<file path="config.mk">
export PLATFORM = sky130hd
export DESIGN_NAME = pc_gen
export DESIGN_NICKNAME = d
export VERILOG_FILES = /design/src/rtl/pc_gen.sv
export SDC_FILE = /design/constraint.sdc
export NUM_CORES = 1
export LEC_CHECK = 0
export ABC_CLOCK_PERIOD_IN_PS = 2340
export CORE_MARGIN = 5
export CORE_UTILIZATION = 47
export CTS_CLUSTER_DIAMETER = 80
export CTS_CLUSTER_SIZE = 24
export DETAILED_ROUTE_END_ITERATION = 10
export PLACE_DENSITY = 0.91
export SYNTH_ARGS = -nofsm -noshare
export SYNTH_HDL_FRONTEND = slang
export SYNTH_SLANG_ARGS = --single-unit
</file>
<file path="constraint.sdc">
create_clock -name clk -period 2.34 [get_ports clk]
set_input_delay 0.468 -clock clk [delete_from_list [all_inputs] [get_ports clk]]
set_output_delay 0.468 -clock clk [all_outputs]
set_load 0.02 [all_outputs]
</file>
<file path="src/rtl/pc_gen.sv">
// -----------------------------------------------------------------------------
// pc_gen -- program-counter generator at the head of the fetch stage.
//
// Presents the fetch address to the IFU over a valid/ready handshake. The next
// PC is chosen with priority trap > redirect > sequential (pc + STEP). A trap or
// redirect target with any of its low ALIGN_BITS bits set parks the block in
// FAULT. Only an aligned trap target brings the block back to RUN.
//
// Ports
//   clk             clock, all state updates on posedge
//   rst             asynchronous active-low reset
//   stall           suppresses pc_valid and therefore sequential advance
//   redirect_valid  branch/jump redirect pulse, target on redirect_pc
//   trap_valid      trap/mret redirect pulse, target on trap_pc; beats redirect
//   pc_ready        IFU accepts the presented address
//   pc_valid        pc is a valid fetch address (RUN and not stalled)
//   pc              current fetch address
//   pc_misaligned   block is in FAULT because of a misaligned target
//   fetch_cnt       number of completed handshakes, wraps
// -----------------------------------------------------------------------------
module pc_gen #(
  parameter int unsigned                  DATA_WIDTH = 32,
  parameter logic [DATA_WIDTH-1:0]        RESET_VEC  = 32'h8000_0000,
  parameter int unsigned                  STEP       = 4,
  parameter int unsigned                  ALIGN_BITS = 2,
  parameter int unsigned                  CNT_WIDTH  = 32
) (
  input  logic                  clk,
  input  logic                  rst,
  input  logic                  stall,
  input  logic                  redirect_valid,
  input  logic [DATA_WIDTH-1:0] redirect_pc,
  input  logic                  trap_valid,
  input  logic [DATA_WIDTH-1:0] trap_pc,
  input  logic                  pc_ready,
  output logic                  pc_valid,
  output logic [DATA_WIDTH-1:0] pc,
  output logic                  pc_misaligned,
  output logic [CNT_WIDTH-1:0]  fetch_cnt
);

  typedef enum logic [1:0] {
    BOOT  = 2'd0,
    RUN   = 2'd1,
    FAULT = 2'd2
  } state_e;

  // Low-bit mask of the alignment check; all zeros when ALIGN_BITS == 0, which
  // turns the check off without a zero-width slice.
  localparam logic [DATA_WIDTH-1:0] ALIGN_MASK =
    DATA_WIDTH'((64'd1 << ALIGN_BITS) - 64'd1);

  state_e                  state_q;
  logic [DATA_WIDTH-1:0]   pc_q;
  logic                    misaligned_q;
  logic [CNT_WIDTH-1:0]    fetch_cnt_q;

  logic                    fire;
  logic                    jump_d;       // trap or redirect requested this edge
  logic [DATA_WIDTH-1:0]   jump_pc_d;    // selected trap/redirect target
  logic                    jump_bad_d;   // selected target is misaligned
  logic                    trap_bad_d;   // trap target is misaligned

  assign pc_valid      = (state_q == RUN) & ~stall;
  assign fire          = pc_valid & pc_ready;
  assign pc            = pc_q;
  assign pc_misaligned = misaligned_q;
  assign fetch_cnt     = fetch_cnt_q;

  // Target selection: trap wins over redirect.
  always_comb begin
    // NOTE: every combinational output gets a default first so no path through
    // the block leaves it unassigned, which would infer a latch.
    jump_d    = 1'b0;
    jump_pc_d = pc_q;
    if (trap_valid) begin
      jump_d    = 1'b1;
      jump_pc_d = trap_pc;
    end else if (redirect_valid) begin
      jump_d    = 1'b1;
      jump_pc_d = redirect_pc;
    end
    jump_bad_d = |(jump_pc_d & ALIGN_MASK);
    trap_bad_d = |(trap_pc & ALIGN_MASK);
  end

  // NOTE: all state uses non-blocking assignments so every register samples
  // the pre-edge values, independent of statement order.
  always_ff @(posedge clk or negedge rst) begin
    if (!rst) begin
      state_q      <= BOOT;
      pc_q         <= RESET_VEC;
      misaligned_q <= 1'b0;
      fetch_cnt_q  <= '0;
    end else begin
      case (state_q)
        // One settling cycle after reset; redirects are ignored here.
        BOOT: state_q <= RUN;

        RUN: begin
          // A fire coinciding with a jump still counts: the old pc was taken.
          if (fire) fetch_cnt_q <= fetch_cnt_q + CNT_WIDTH'(1);
          if (jump_d) begin
            pc_q <= jump_pc_d;
            if (jump_bad_d) begin
              state_q      <= FAULT;
              misaligned_q <= 1'b1;
            end
          end else if (fire) begin
            pc_q <= pc_q + DATA_WIDTH'(STEP);
          end
        end

        // Only a trap leaves FAULT, and only with an aligned target.
        FAULT: begin
          if (trap_valid) begin
            pc_q <= trap_pc;
            if (!trap_bad_d) begin
              state_q      <= RUN;
              misaligned_q <= 1'b0;
            end
          end
        end

        default: state_q <= BOOT;
      endcase
    end
  end

endmodule

</file>
==> run metrics, run 1 <==
Leakage=between 2 and 3 nW; Pre-Repair DR Iteration Count=5; Critical Path Sink Type=flip-flop; setup violation total in the final timing report=0; area fraction in compound gates after synthesis=18.51%; Initial Utilization=roughly 48%; number of cell rows=34; CTS clk-pin slew, worst paths=around 70 ps; setup repair after global routing missed its margin=no; number of CTS-inserted buffers=9; Max Cap Viol=0; number of antenna violations at the first check in global routing=0; CTS max path bufs=2; layout overhead on the synthesized area=46.36%; Int Power=3.577 mW; pins over their slew limit=0; count of inserted antenna diode cells=0; I/O pin count=136; fraction of registers with async set/reset=100.0%; main combinational cell family by area after synthesis=simple AND/OR/NAND/NOR gates; Worst slew margin=70.78%; Slowest cell on crit path=sky130_fd_sc_hd__or4_1; final HPWL from detailed placement=10.03 mm; count of distinct cell types in the synthesized netlist=63; total via count in the routed design=about 4400; sequential share of power=between 30% and 40%; Tightest Pin Transition=438.4 ps; critical setup path kind=reg2reg; Sinks on Clock Net=between 60 and 70; all-layer global routing usage=24.09%; portion of total power attributed to combinational logic=49.4%; Post-Synthesis Cells=460; Fin Hold WS=roughly 120 ps; proportion of synthesized area in mux cells=under 10%; #FFs+latches synth=67; area share of and/or/nand/nor cells after synthesis=25.04%; switching share of total power=41.29%; placeable core region=0.008636 mm²; Worst Setup Start Kind=flip-flop; Synth Warn #=0; cell types with the largest area share after synthesis=sky130_fd_sc_hd__dfrtp_1, sky130_fd_sc_hd__xnor2_1, sky130_fd_sc_hd__nand2_1; share of Yosys cell area claimed by the top area cell type=39.87%; fraction of layout instances using a drive strength above 1=~12%; Sum Neg Setup Slack=0 ps; average cell area after synthesis=9.006 µm²; later-pin clock latency in the skew report=approximately 350 ps; Detail Route Antenna Nets=0; critical path cell sequence=ha_1, nand3_1, nor3_1, buf_12, nand4_1, or4_1, o211ai_1; Chip Height=103.9 µm; pin count of the biggest net entering global routing=a little under 70; area of the die=0.01079 mm²; quantity of I/O buffers inserted on ports=135; CTS root buffer=sky130_fd_sc_hd__clkbuf_8; clock tree from TritonCTS=yes; final hold vios=0; shortest clock period the worst path allows after layout=between 2000 and 2500 ps; Critical Path Fanout Max=11; status=complete, no violations; wire length of the first global-routing pass=around 22 mm; buffers inserted by post-CTS timing repair=0; Peak supply drop=668.1 µV; relative contribution of the clock network to total power=19.0%; placer's final routability congestion estimate=~0.89; total length of routed wires=13.40 mm; layout net count=695; WP data arrival=2490 ps; final clock period utilization by the worst path=95.21%; Cell Pwr Density=1005 mW/mm²; worst min path class=in2async; H-tree Lvls=3; Synth Area in Adders=1.812%; number of global-route vias before repair=4477; most area-hungry cell type in the Yosys netlist=sky130_fd_sc_hd__dfrtp_1; DR DRC count=0; initial DRC count=323; wire per inst=18.33 µm; Fmax=0.4488 GHz; most used flip-flop cell after synthesis=sky130_fd_sc_hd__dfrtp_1; Synth Net Count=approximately 540; number of enable-type register cells in the synthesized netlist=0; Post-Route Skew=9.113 ps; Post-Synthesis Cell Area=0.004143 mm²; CP Data Required Time=2600 ps; switching component of the power=roughly 2.5 mW; via/cell ratio=6.049; Congestion Overflow GR=0; largest incremental delay on the critical path=roughly 540 ps; XOR/XNOR share of the synthesized area=8.457%; portion of the post-synthesis area used by sequential elements=just over 40%; DIE WIDTH=103.9 µm
## sequential cells by signal, indices dropped and copies added (netlist names)
register       flops
fetch_cnt         32
pc_misaligned      1
state_q            2
pc                32
## routing by layer
metal | vias up | global-route usage [%] | part of all wire, %
met5 | - | 0 | 0
met3 | 47 | 6.021 | 10
li1 | 2004 | - | -
met1 | 2102 | 29.68 | 38
met2 | 269 | 39.39 | 48
met4 | 0 | 11.56 | 3.2
## kinds of logic (layout without fill, tap and decap cells)
logic type               after synthesis  after routing
AND/OR/NAND/NOR                      189            189
flip-flops                            67             67
XOR/XNOR                              40             40
adder cells (fa/ha/maj)                6              6
AO/OA/AOI/OAI                        115            115
buffers and inverters                 34            197
multiplexers                           9              9
## worst paths after layout
check,to,cells past startpoint,from,slack [ps]
max in group asynchronous,pc[31],2,rst,1880
min in group clk,fetch_cnt[31],1,fetch_cnt[31],470
setup / recovery,pc[30],7,pc[2],110
hold / removal,fetch_cnt[28],2,rst,120
hold reg to reg,fetch_cnt[31],1,fetch_cnt[31],470
setup reg to reg,pc[30],7,pc[2],110
## power by group through the flow
stage / Clock, mW / Combinational (mW) / Sequential, mW
floorplan: 0 / 1.27 / 2.24
global placement: 0 / 2.87 / 1.90
detailed placement: 0 / 2.98 / 1.92
CTS: 1.17 / 3.00 / 1.91
global route: 1.22 / 3.25 / 1.97
finish: 1.16 / 3.01 / 1.93
## cell type report
cell class / count / area (µm²)
clock buffers: 10 / 127.6
well taps: 108 / 135.1
inverters: 11 / 41.29
multi-input cells: 359 / 2326
flip-flops and latches: 67 / 1678
clock inverters: 5 / 102.6
fillers: 625 / 2572
repair buffers: 171 / 1653
## synth_stat cells (2+ instances only)
| cell | number |
|---|---|
| sky130_fd_sc_hd__a211oi_1 | 3 |
| sky130_fd_sc_hd__a21o_1 | 2 |
| sky130_fd_sc_hd__a21oi_1 | 25 |
| sky130_fd_sc_hd__a221oi_1 | 4 |
| sky130_fd_sc_hd__a222oi_1 | 3 |
| sky130_fd_sc_hd__a22oi_1 | 3 |
| sky130_fd_sc_hd__a311oi_1 | 2 |
| sky130_fd_sc_hd__a31o_2 | 5 |
| sky130_fd_sc_hd__a31oi_1 | 3 |
| sky130_fd_sc_hd__and2_2 | 2 |
| sky130_fd_sc_hd__and3_1 | 17 |
| sky130_fd_sc_hd__and4_1 | 4 |
| sky130_fd_sc_hd__buf_1 | 2 |
| sky130_fd_sc_hd__buf_2 | 6 |
| sky130_fd_sc_hd__clkbuf_1 | 13 |
| sky130_fd_sc_hd__dfrtp_1 | 66 |
| sky130_fd_sc_hd__ha_1 | 6 |
| sky130_fd_sc_hd__inv_1 | 10 |
| sky130_fd_sc_hd__mux2i_1 | 8 |
| sky130_fd_sc_hd__nand2_1 | 52 |
| sky130_fd_sc_hd__nand2b_1 | 6 |
| sky130_fd_sc_hd__nand3_1 | 32 |
| sky130_fd_sc_hd__nand4_1 | 11 |
| sky130_fd_sc_hd__nand4_2 | 3 |
| sky130_fd_sc_hd__nand4b_1 | 2 |
| sky130_fd_sc_hd__nor2_1 | 29 |
| sky130_fd_sc_hd__nor2b_1 | 2 |
| sky130_fd_sc_hd__nor3_1 | 9 |
| sky130_fd_sc_hd__nor4_1 | 3 |
| sky130_fd_sc_hd__nor4_4 | 2 |
| sky130_fd_sc_hd__o211ai_1 | 9 |
| sky130_fd_sc_hd__o21a_1 | 3 |
| sky130_fd_sc_hd__o21ai_0 | 28 |
| sky130_fd_sc_hd__o22ai_1 | 4 |
| sky130_fd_sc_hd__o2bb2ai_1 | 4 |
| sky130_fd_sc_hd__o31a_1 | 3 |
| sky130_fd_sc_hd__o31ai_1 | 5 |
| sky130_fd_sc_hd__o41ai_1 | 2 |
| sky130_fd_sc_hd__or2_2 | 3 |
| sky130_fd_sc_hd__or4_1 | 3 |
| sky130_fd_sc_hd__xnor2_1 | 23 |
| sky130_fd_sc_hd__xor2_1 | 17 |
## layout by cell type (no fill, tap or decap), drive strengths merged, types with 3 or more instances in the layout
cell type / netlist / final
a211oi: 3 / 3
a21oi: 26 / 26
a221oi: 4 / 4
a222oi: 3 / 3
a22oi: 3 / 3
a31o: 5 / 5
a31oi: 3 / 3
and2: 3 / 3
and3: 17 / 17
and4: 4 / 4
buf: 9 / 37
bufinv: 0 / 3
clkbuf: 14 / 10
clkdlybuf4s50: 0 / 133
dfrtp: 66 / 66
ha: 6 / 6
inv: 10 / 10
mux2i: 8 / 8
nand2: 52 / 52
nand2b: 6 / 6
nand3: 32 / 32
nand4: 15 / 15
nor2: 30 / 30
nor3: 10 / 10
nor4: 6 / 6
o211ai: 9 / 9
o21a: 3 / 3
o21ai: 28 / 28
o22ai: 4 / 4
o2bb2ai: 4 / 4
o31a: 3 / 3
o31ai: 5 / 5
or2: 3 / 3
or4: 3 / 3
xnor2: 23 / 23
xor2: 17 / 17
## repair_timing
action / in CTS / in global routing
gates cloned: 0 / 0
setup endpoints to repair: 1 / 2
resized for setup: 2 / 1
hold buffers: 0 / 0
## through the flow
step	setup slack, ps	power (mW)	instances	cell area (µm²)	utilization, %
3_3_place_gp	-10.63	4.777	716	5829	67.50
4_1_cts	132.9	6.081	731	6061	70.18
5_1_grt	27.56	6.441	731	6063	70.21
3_5_place_dp	-119.8	4.899	716	5829	67.50
2_1_floorplan	328.3	3.519	460	4143	-
6_report	112.0	6.093	731	6063	70.21
## worst max-delay path, delay by kind of cell (launching register included)
kind | cells | cell delay [ps]
buffers and inverters | 1 | 190
AND/OR/NAND/NOR | 4 | 1190
flip-flops | 1 | 390
adder cells (fa/ha/maj) | 1 | 260
AO/OA/AOI/OAI | 1 | 120
(Power assumes the default switching activity.)
==> run 2, diff against run 1 <==
Settings changed: CELL_PAD_IN_SITES_DETAIL_PLACEMENT set to 0, CELL_PAD_IN_SITES_GLOBAL_PLACEMENT set to 1, CORE_UTILIZATION 47 to 34, PLACE_DENSITY 0.91 to 0.89.
==> run metrics, run 2 (synthesis gave the netlist of run 1 again) <==
final hold vios=0 (unchanged); destination of the worst register-to-register timing path=pc[30]; critical path cell sequence=ha_1, nand3_1, nor3_1, buf_12, nand4_1, or4_1, o211ai_1; setup violation total in the final timing report=0 (unchanged); WP buf/inv=1 (unchanged); H-tree Lvls=3 (unchanged); fill cell count=1096 (+75%); initial DRC count=311 (-3.7%); quantity of I/O buffers inserted on ports=135 (unchanged); total length of routed wires=13.61 mm (+1.5%); placer's final routability congestion estimate=0.8643 (-3.1%); critical setup path kind=reg2reg; Peak supply drop=695.9 µV (+4.2%); dominant delay contributor by cell family on the critical path=simple AND/OR/NAND/NOR gates; Post-Route Skew=6.534 ps (-2.579 ps); FF-to-FF Start=pc[2]; Worst R2R Path Depth=7 (unchanged); Max Cap Viol=0 (unchanged); Initial Utilization=34.63% (-13 points); CTS root buffer=sky130_fd_sc_hd__clkbuf_16; wire length of the first global-routing pass=22.09 mm (+1.9%); Critical Path Sink Type=flip-flop; most used cells in the layout excluding fill and tap cells=sky130_fd_sc_hd__clkdlybuf4s50_1, sky130_fd_sc_hd__dfrtp_1, sky130_fd_sc_hd__nand2_1, sky130_fd_sc_hd__buf_4, sky130_fd_sc_hd__nand3_1; status=complete, no violations; via/cell ratio=5.461 (-9.7%); Fin Hold WS=170.4 ps (+45.72 ps); number of placed instances, taps included=760 (+6.1%); final HPWL from detailed placement=10.34 mm (+3.1%); GR met1 Demand/Resource=24.98% (-4.7 points); DR DRC count=0 (unchanged); Worst Setup Start Kind=flip-flop; number of global-route vias before repair=4338 (-3.1%); total via count in the routed design=4232 (-4.3%); met3 GRT Util=5.379% (-0.64 points); all-layer global routing usage=18.86% (-5.2 points); pin count of the biggest net entering global routing=37 (-46%); M2 GR Usage=30.74% (-8.7 points); commonest non-fill, non-tap cell in the layout=sky130_fd_sc_hd__clkdlybuf4s50_1; pins over their slew limit=0 (unchanged); layout overhead on the synthesized area=50.47%; Chip Height=120.4 µm (+16%); flop-to-flop setup slack=220 ps (+110 ps); layout net count=700 (+0.72%); Sinks on Clock Net=67 (unchanged); placeable core region=0.01196 mm² (+39%); setup repair after global routing missed its margin=no; shortest clock period the worst path allows after layout=2121 ps (-107.0 ps); Critical Path Fanout Max=11 (unchanged); later-pin clock latency in the skew report=330 ps (-20 ps); WP data arrival=2360 ps (-130 ps); worst min path class=in2async; final clock period utilization by the worst path=90.64% (-4.6 points); clock tree from TritonCTS=yes; Slowest cell on crit path=sky130_fd_sc_hd__or4_1; wire per inst=17.56 µm (-4.2%); fraction of layout instances using a drive strength above 1=13.22% (+0.86 points); largest incremental delay on the critical path=500 ps (-40 ps); CTS max path bufs=2 (unchanged); count of hold buffers inserted by post-cts repair=0 (unchanged); number of CTS-inserted buffers=9 (unchanged); routing layer with the top usage in global route=met2; CTS clk-pin slew, worst paths=60 ps (about the same); Pre-Repair DR Iteration Count=6 (+1); Cell Pwr Density=1040 mW/mm² (+3.4%); area of the die=0.01449 mm² (+34%); DIE WIDTH=120.4 µm (+16%); count of inserted antenna diode cells=0 (unchanged); number of antenna violations at the first check in global routing=0 (unchanged); Detail Route Antenna Nets=0 (unchanged); final cell count without fillers=775 (+6.0%); Worst slew margin=69.63% (-1.1 points); I/O pin count=136 (unchanged); Congestion Overflow GR=0 (unchanged); Fmax=0.4715 GHz (+5.0%); Leakage=2.627 nW (+2.3%); CP Data Required Time=2580 ps (-20 ps); number of cell rows=40 (+18%); Tightest Pin Transition=455.5 ps (+17.15 ps)
## run 2: cell types whose count changed in the layout (fill, tap and decap cells not counted), moves of 2 or more
cell / previous run / this run
sky130_fd_sc_hd__buf_12: 3 / 1
sky130_fd_sc_hd__clkbuf_16: 0 / 9
sky130_fd_sc_hd__clkbuf_8: 9 / 0
sky130_fd_sc_hd__buf_4: 33 / 40
## run 2: power by group
group          internal [mW]  switching [mW]  total [mW]
clock network           1.04           0.520        1.56
logic                   1.39            1.58        2.96
registers               1.50           0.462        1.96
## run 2: metal layers
layer,part of all wire (%),vias to the layer above,wire (µm)
met1,44,1996,6049
met5,0,-,0
met4,1.5,0,210
li1,-,2025,-
met2,46,190,6230
met3,8.2,21,1116
## run 2: stage by stage
| step | area (µm²) | setup TNS, ps | power (mW) | utilization (%) | setup WS [ps] |
|---|---|---|---|---|---|
| after floorplan | 4143 | 0 | 3.519 | - | 328.3 |
| after global placement | 5891 | -67.72 | 4.837 | 49.25 | -36.16 |
| after detailed placement | 5891 | -296.5 | 4.923 | 49.25 | -81.27 |
| after CTS | 6231 | 0 | 6.514 | 52.09 | 175.3 |
| after global routing | 6233 | 0 | 6.865 | 52.11 | 25.14 |
| final | 6233 | 0 | 6.480 | 52.11 | 219.0 |
## run 2: timing repair
item	in CTS	in global routing
endpoints found under the setup margin	1	1
gates cloned	0	0
endpoints found under the hold margin	0	0
setup buffers	0	0
gates resized for setup	2	1
## run 2: worst max path at each step
stage	start	end	slack (ps)	depth (start not counted)
after CTS	state_q[0]	pc[30]	180	7
after detailed placement	trap_valid	pc_misaligned	-80	6
after global routing	trap_valid	state_q[0]	30	6
after floorplan	state_q[0]	pc[6]	330	9
after global placement	trap_valid	pc_misaligned	-40	6
final	pc[2]	pc[30]	220	7
## run 2: cell type report
type / instances / area [µm²] / area share (%)
Tap cell: 147 / 183.9 / 2.951
Sequential cell: 67 / 1678 / 26.92
Inverter: 11 / 41.29 / 0.6624
Clock inverter: 6 / 113.9 / 1.827
Timing Repair Buffer: 176 / 1665 / 26.72
Multi-Input combinational cell: 359 / 2326 / 37.31
Clock buffer: 9 / 225.2 / 3.613
==> run 3, diff against run 2 <==
Settings changed: ABC_AREA set to 1, PLACE_DENSITY 0.89 to 0.91.
==> run metrics, run 3 <==
wire per inst=14.97 µm (-15%); setup repair after global routing missed its margin=no; commonest non-fill, non-tap cell in the layout=sky130_fd_sc_hd__nand2_1; #FFs+latches synth=67 (unchanged); Sum Neg Setup Slack=0 ps (unchanged); quantity of I/O buffers inserted on ports=135 (unchanged); largest incremental delay on the critical path=380 ps (-120 ps); relative contribution of the clock network to total power=20.3% (-3.7 points); Post-Synthesis Cells=741 (+61%); Slowest cell on crit path=sky130_fd_sc_hd__dfrtp_1; area of the die=0.01667 mm² (+15%); CTS clk-pin slew, worst paths=60 ps (about the same); share of Yosys cell area claimed by the top area cell type=34.24% (-5.6 points); fraction of layout instances using a drive strength above 1=6.532% (-6.7 points); final HPWL from detailed placement=12.37 mm (+20%); Fin Hold WS=111.8 ps (-58.63 ps); cell types with the largest area share after synthesis=sky130_fd_sc_hd__dfrtp_1, sky130_fd_sc_hd__nand2_1, sky130_fd_sc_hd__nor2_1; number of cell rows=43 (+7.5%); Multi-input gate area=0.002770 mm² (+19%); most used flip-flop cell after synthesis=sky130_fd_sc_hd__dfrtp_1; final hold vios=0 (unchanged); most frequently used cell type in the post-synthesis netlist=sky130_fd_sc_hd__nand2_1; Int Power=3.849 mW (-1.8%); Synth Warn #=0 (unchanged); wire length of the first global-routing pass=26.15 mm (+18%); Cell Pwr Density=1027 mW/mm² (-1.2%); total length of routed wires=16.00 mm (+18%); commonest cells in the synthesized netlist=sky130_fd_sc_hd__nand2_1, sky130_fd_sc_hd__nor2_1, sky130_fd_sc_hd__inv_1; most used cells in the layout excluding fill and tap cells=sky130_fd_sc_hd__nand2_1, sky130_fd_sc_hd__clkdlybuf4s50_1, sky130_fd_sc_hd__nor2_1, sky130_fd_sc_hd__inv_1, sky130_fd_sc_hd__dfrtp_1; Fmax=0.4798 GHz (+1.8%); shortest clock period the worst path allows after layout=2084 ps (-36.80 ps); count of distinct cell types in the synthesized netlist=40 (-37%); number of antenna violations at the first check in global routing=1 (+1); critical path cell sequence=inv_1, ha_1, inv_2, nor2_1, dlygate4sd2_1; final cell count without fillers=1069 (+38%); Worst slew margin=61.79% (-7.8 points); later-pin clock latency in the skew report=350 ps (+20 ps); all-layer global routing usage=19.75% (+0.89 points); Chip Height=129.1 µm (+7.2%); CTS max path bufs=2 (unchanged); total via count in the routed design=5206 (+23%); pins over their slew limit=0 (unchanged); dominant delay contributor by cell family on the critical path=buffers and inverters; utilization after layout=48.73% (-3.4 points); I/O pin count=136 (unchanged); Pre-Repair DR Iteration Count=7 (+1); most area-hungry cell type in the Yosys netlist=sky130_fd_sc_hd__dfrtp_1; portion of the post-synthesis area used by sequential elements=34.79% (-5.7 points); Leakage=3.168 nW (+21%); Post-Synthesis Cell Area=0.004823 mm² (+16%); fraction of registers with async set/reset=100.0% (unchanged); number of enable-type register cells in the synthesized netlist=0 (unchanged); switching component of the power=3.101 mW (+21%); portion of total power attributed to combinational logic=50.6% (+4.9 points); H-tree Lvls=3 (unchanged); worst min path class=in2async; buffers inserted by post-CTS timing repair=0 (unchanged); WP data arrival=1620 ps (-740 ps); Synth Net Count=817 (+52%); DIE WIDTH=129.1 µm (+7.2%); status=complete, no violations; via/cell ratio=4.870 (-11%); Tightest Pin Transition=573.1 ps (+117.6 ps); setup violation total in the final timing report=0 (unchanged); number of CTS-inserted buffers=9 (unchanged); DR DRC count=0 (unchanged); CTS root buffer=sky130_fd_sc_hd__clkbuf_16; layout net count=959 (+37%); Critical Path Fanout Max=4 (-7); number of global-route vias before repair=4998 (+15%); Worst Setup Start Kind=flip-flop; average cell area after synthesis=6.509 µm² (-28%); number of placed instances, taps included=1052 (+38%); initial DRC count=415 (+33%); Detail Route Antenna Nets=0 (unchanged); fill cell count=1417 (+29%); Critical Path Sink Type=output pin; FF/Latch Area=0.001678 mm² (unchanged); Sinks on Clock Net=67 (unchanged); WP buf/inv=3 (+2); final clock period utilization by the worst path=89.07% (-1.6 points); critical setup path kind=reg2out; clock tree from TritonCTS=yes; Peak supply drop=754.1 µV (+8.4%); Max Cap Viol=0 (unchanged); sequential share of power=29.1% (-1.1 points); Congestion Overflow GR=0 (unchanged); switching share of total power=44.62% (+5.1 points); Initial Utilization=34.75% (+0.11 points); placeable core region=0.01388 mm² (+16%); count of hold buffers inserted by post-cts repair=0 (unchanged); CP Data Required Time=1870 ps (-710 ps); pin count of the biggest net entering global routing=52 (+41%); Post-Route Skew=9.073 ps (+2.539 ps); layout overhead on the synthesized area=40.23%; placer's final routability congestion estimate=0.8584 (-0.68%)
## run 3: cell count changes in the layout (fill, tap and decap cells not counted), moves of 10 or more
cell / previous run / this run
sky130_fd_sc_hd__nand3_1: 32 / 55
sky130_fd_sc_hd__nand2_1: 52 / 271
sky130_fd_sc_hd__nor2_1: 29 / 96
sky130_fd_sc_hd__inv_1: 10 / 71
sky130_fd_sc_hd__xnor2_1: 23 / 8
sky130_fd_sc_hd__o21ai_0: 28 / 18
sky130_fd_sc_hd__and3_1: 17 / 0
sky130_fd_sc_hd__buf_4: 40 / 13
## run 3: layout make-up
cell class                      instances  share of cell area, %
Clock buffer                           11                  3.589
Antenna cell                            1                0.03700
Timing Repair Buffer                  150                  21.92
Sequential cell                        67                  24.81
Multi-Input combinational cell        575                  40.95
Inverter                               80                  4.440
Tap cell                              180                  3.330
Clock inverter                          5                 0.9249
## run 3: routing by layer
layer	part of all wire, %	vias up	wire length (µm)	global-route usage [%]
li1	-	2646	-	-
met5	0	-	0	0
met2	46	161	7395	31.83
met4	1.6	0	255	4.880
met1	46	2383	7323	26.59
met3	6.4	16	1026	5.111
## run 3: timing repair
item / in CTS / in global routing
endpoints found under the hold margin: 0 / 0
resized for setup: 1 / 0
setup endpoints to repair: 1 / 0
## run 3: final timing paths
| path | startpoint | cells past startpoint | end | slack [ps] |
|---|---|---|---|---|
| worst min register to register | pc[31] | 2 | pc[31] | 500 |
| worst max-delay path | state_q[1] | 5 | pc_valid | 260 |
| min in group clk | pc[31] | 2 | pc[31] | 500 |
| worst min-delay path | rst | 1 | pc[11] | 110 |
| max in group asynchronous | rst | 2 | fetch_cnt[3] | 1570 |
| worst max register to register | state_q[1] | 11 | fetch_cnt[27] | 380 |
## run 3: cells by family after synthesis
| logic type | after synthesis | share of synthesized area [%] |
|---|---|---|
| AOI/OAI and AO/OA | 82 | 10.74 |
| DFF | 67 | 34.79 |
| and+or+nand+nor | 460 | 40.05 |
| adders and majority gates | 6 | 1.556 |
| buffers and inverters | 99 | 7.964 |
| xor gates and xnor gates | 27 | 4.903 |
## run 3: per-stage QoR
stage                     total power, mW  cell area [µm²]  worst slack (ps)
after global routing                7.495             6764             119.2
after detailed placement            5.570             6457             189.5
after floorplan                     4.065             4823             645.5
after global placement              5.527             6457             212.4
final                               6.950             6764             255.8
after CTS                           7.017             6761             234.4
## run 3: power groups by stage
| stage | clock [mW] | combinational [mW] | sequential (mW) |
|---|---|---|---|
| 2_1_floorplan | 0 | 1.77 | 2.29 |
| 3_3_place_gp | 0 | 3.50 | 2.03 |
| 3_5_place_dp | 0 | 3.54 | 2.03 |
| 4_1_cts | 1.45 | 3.55 | 2.02 |
| 5_1_grt | 1.50 | 3.91 | 2.08 |
| 6_report | 1.41 | 3.52 | 2.02 |
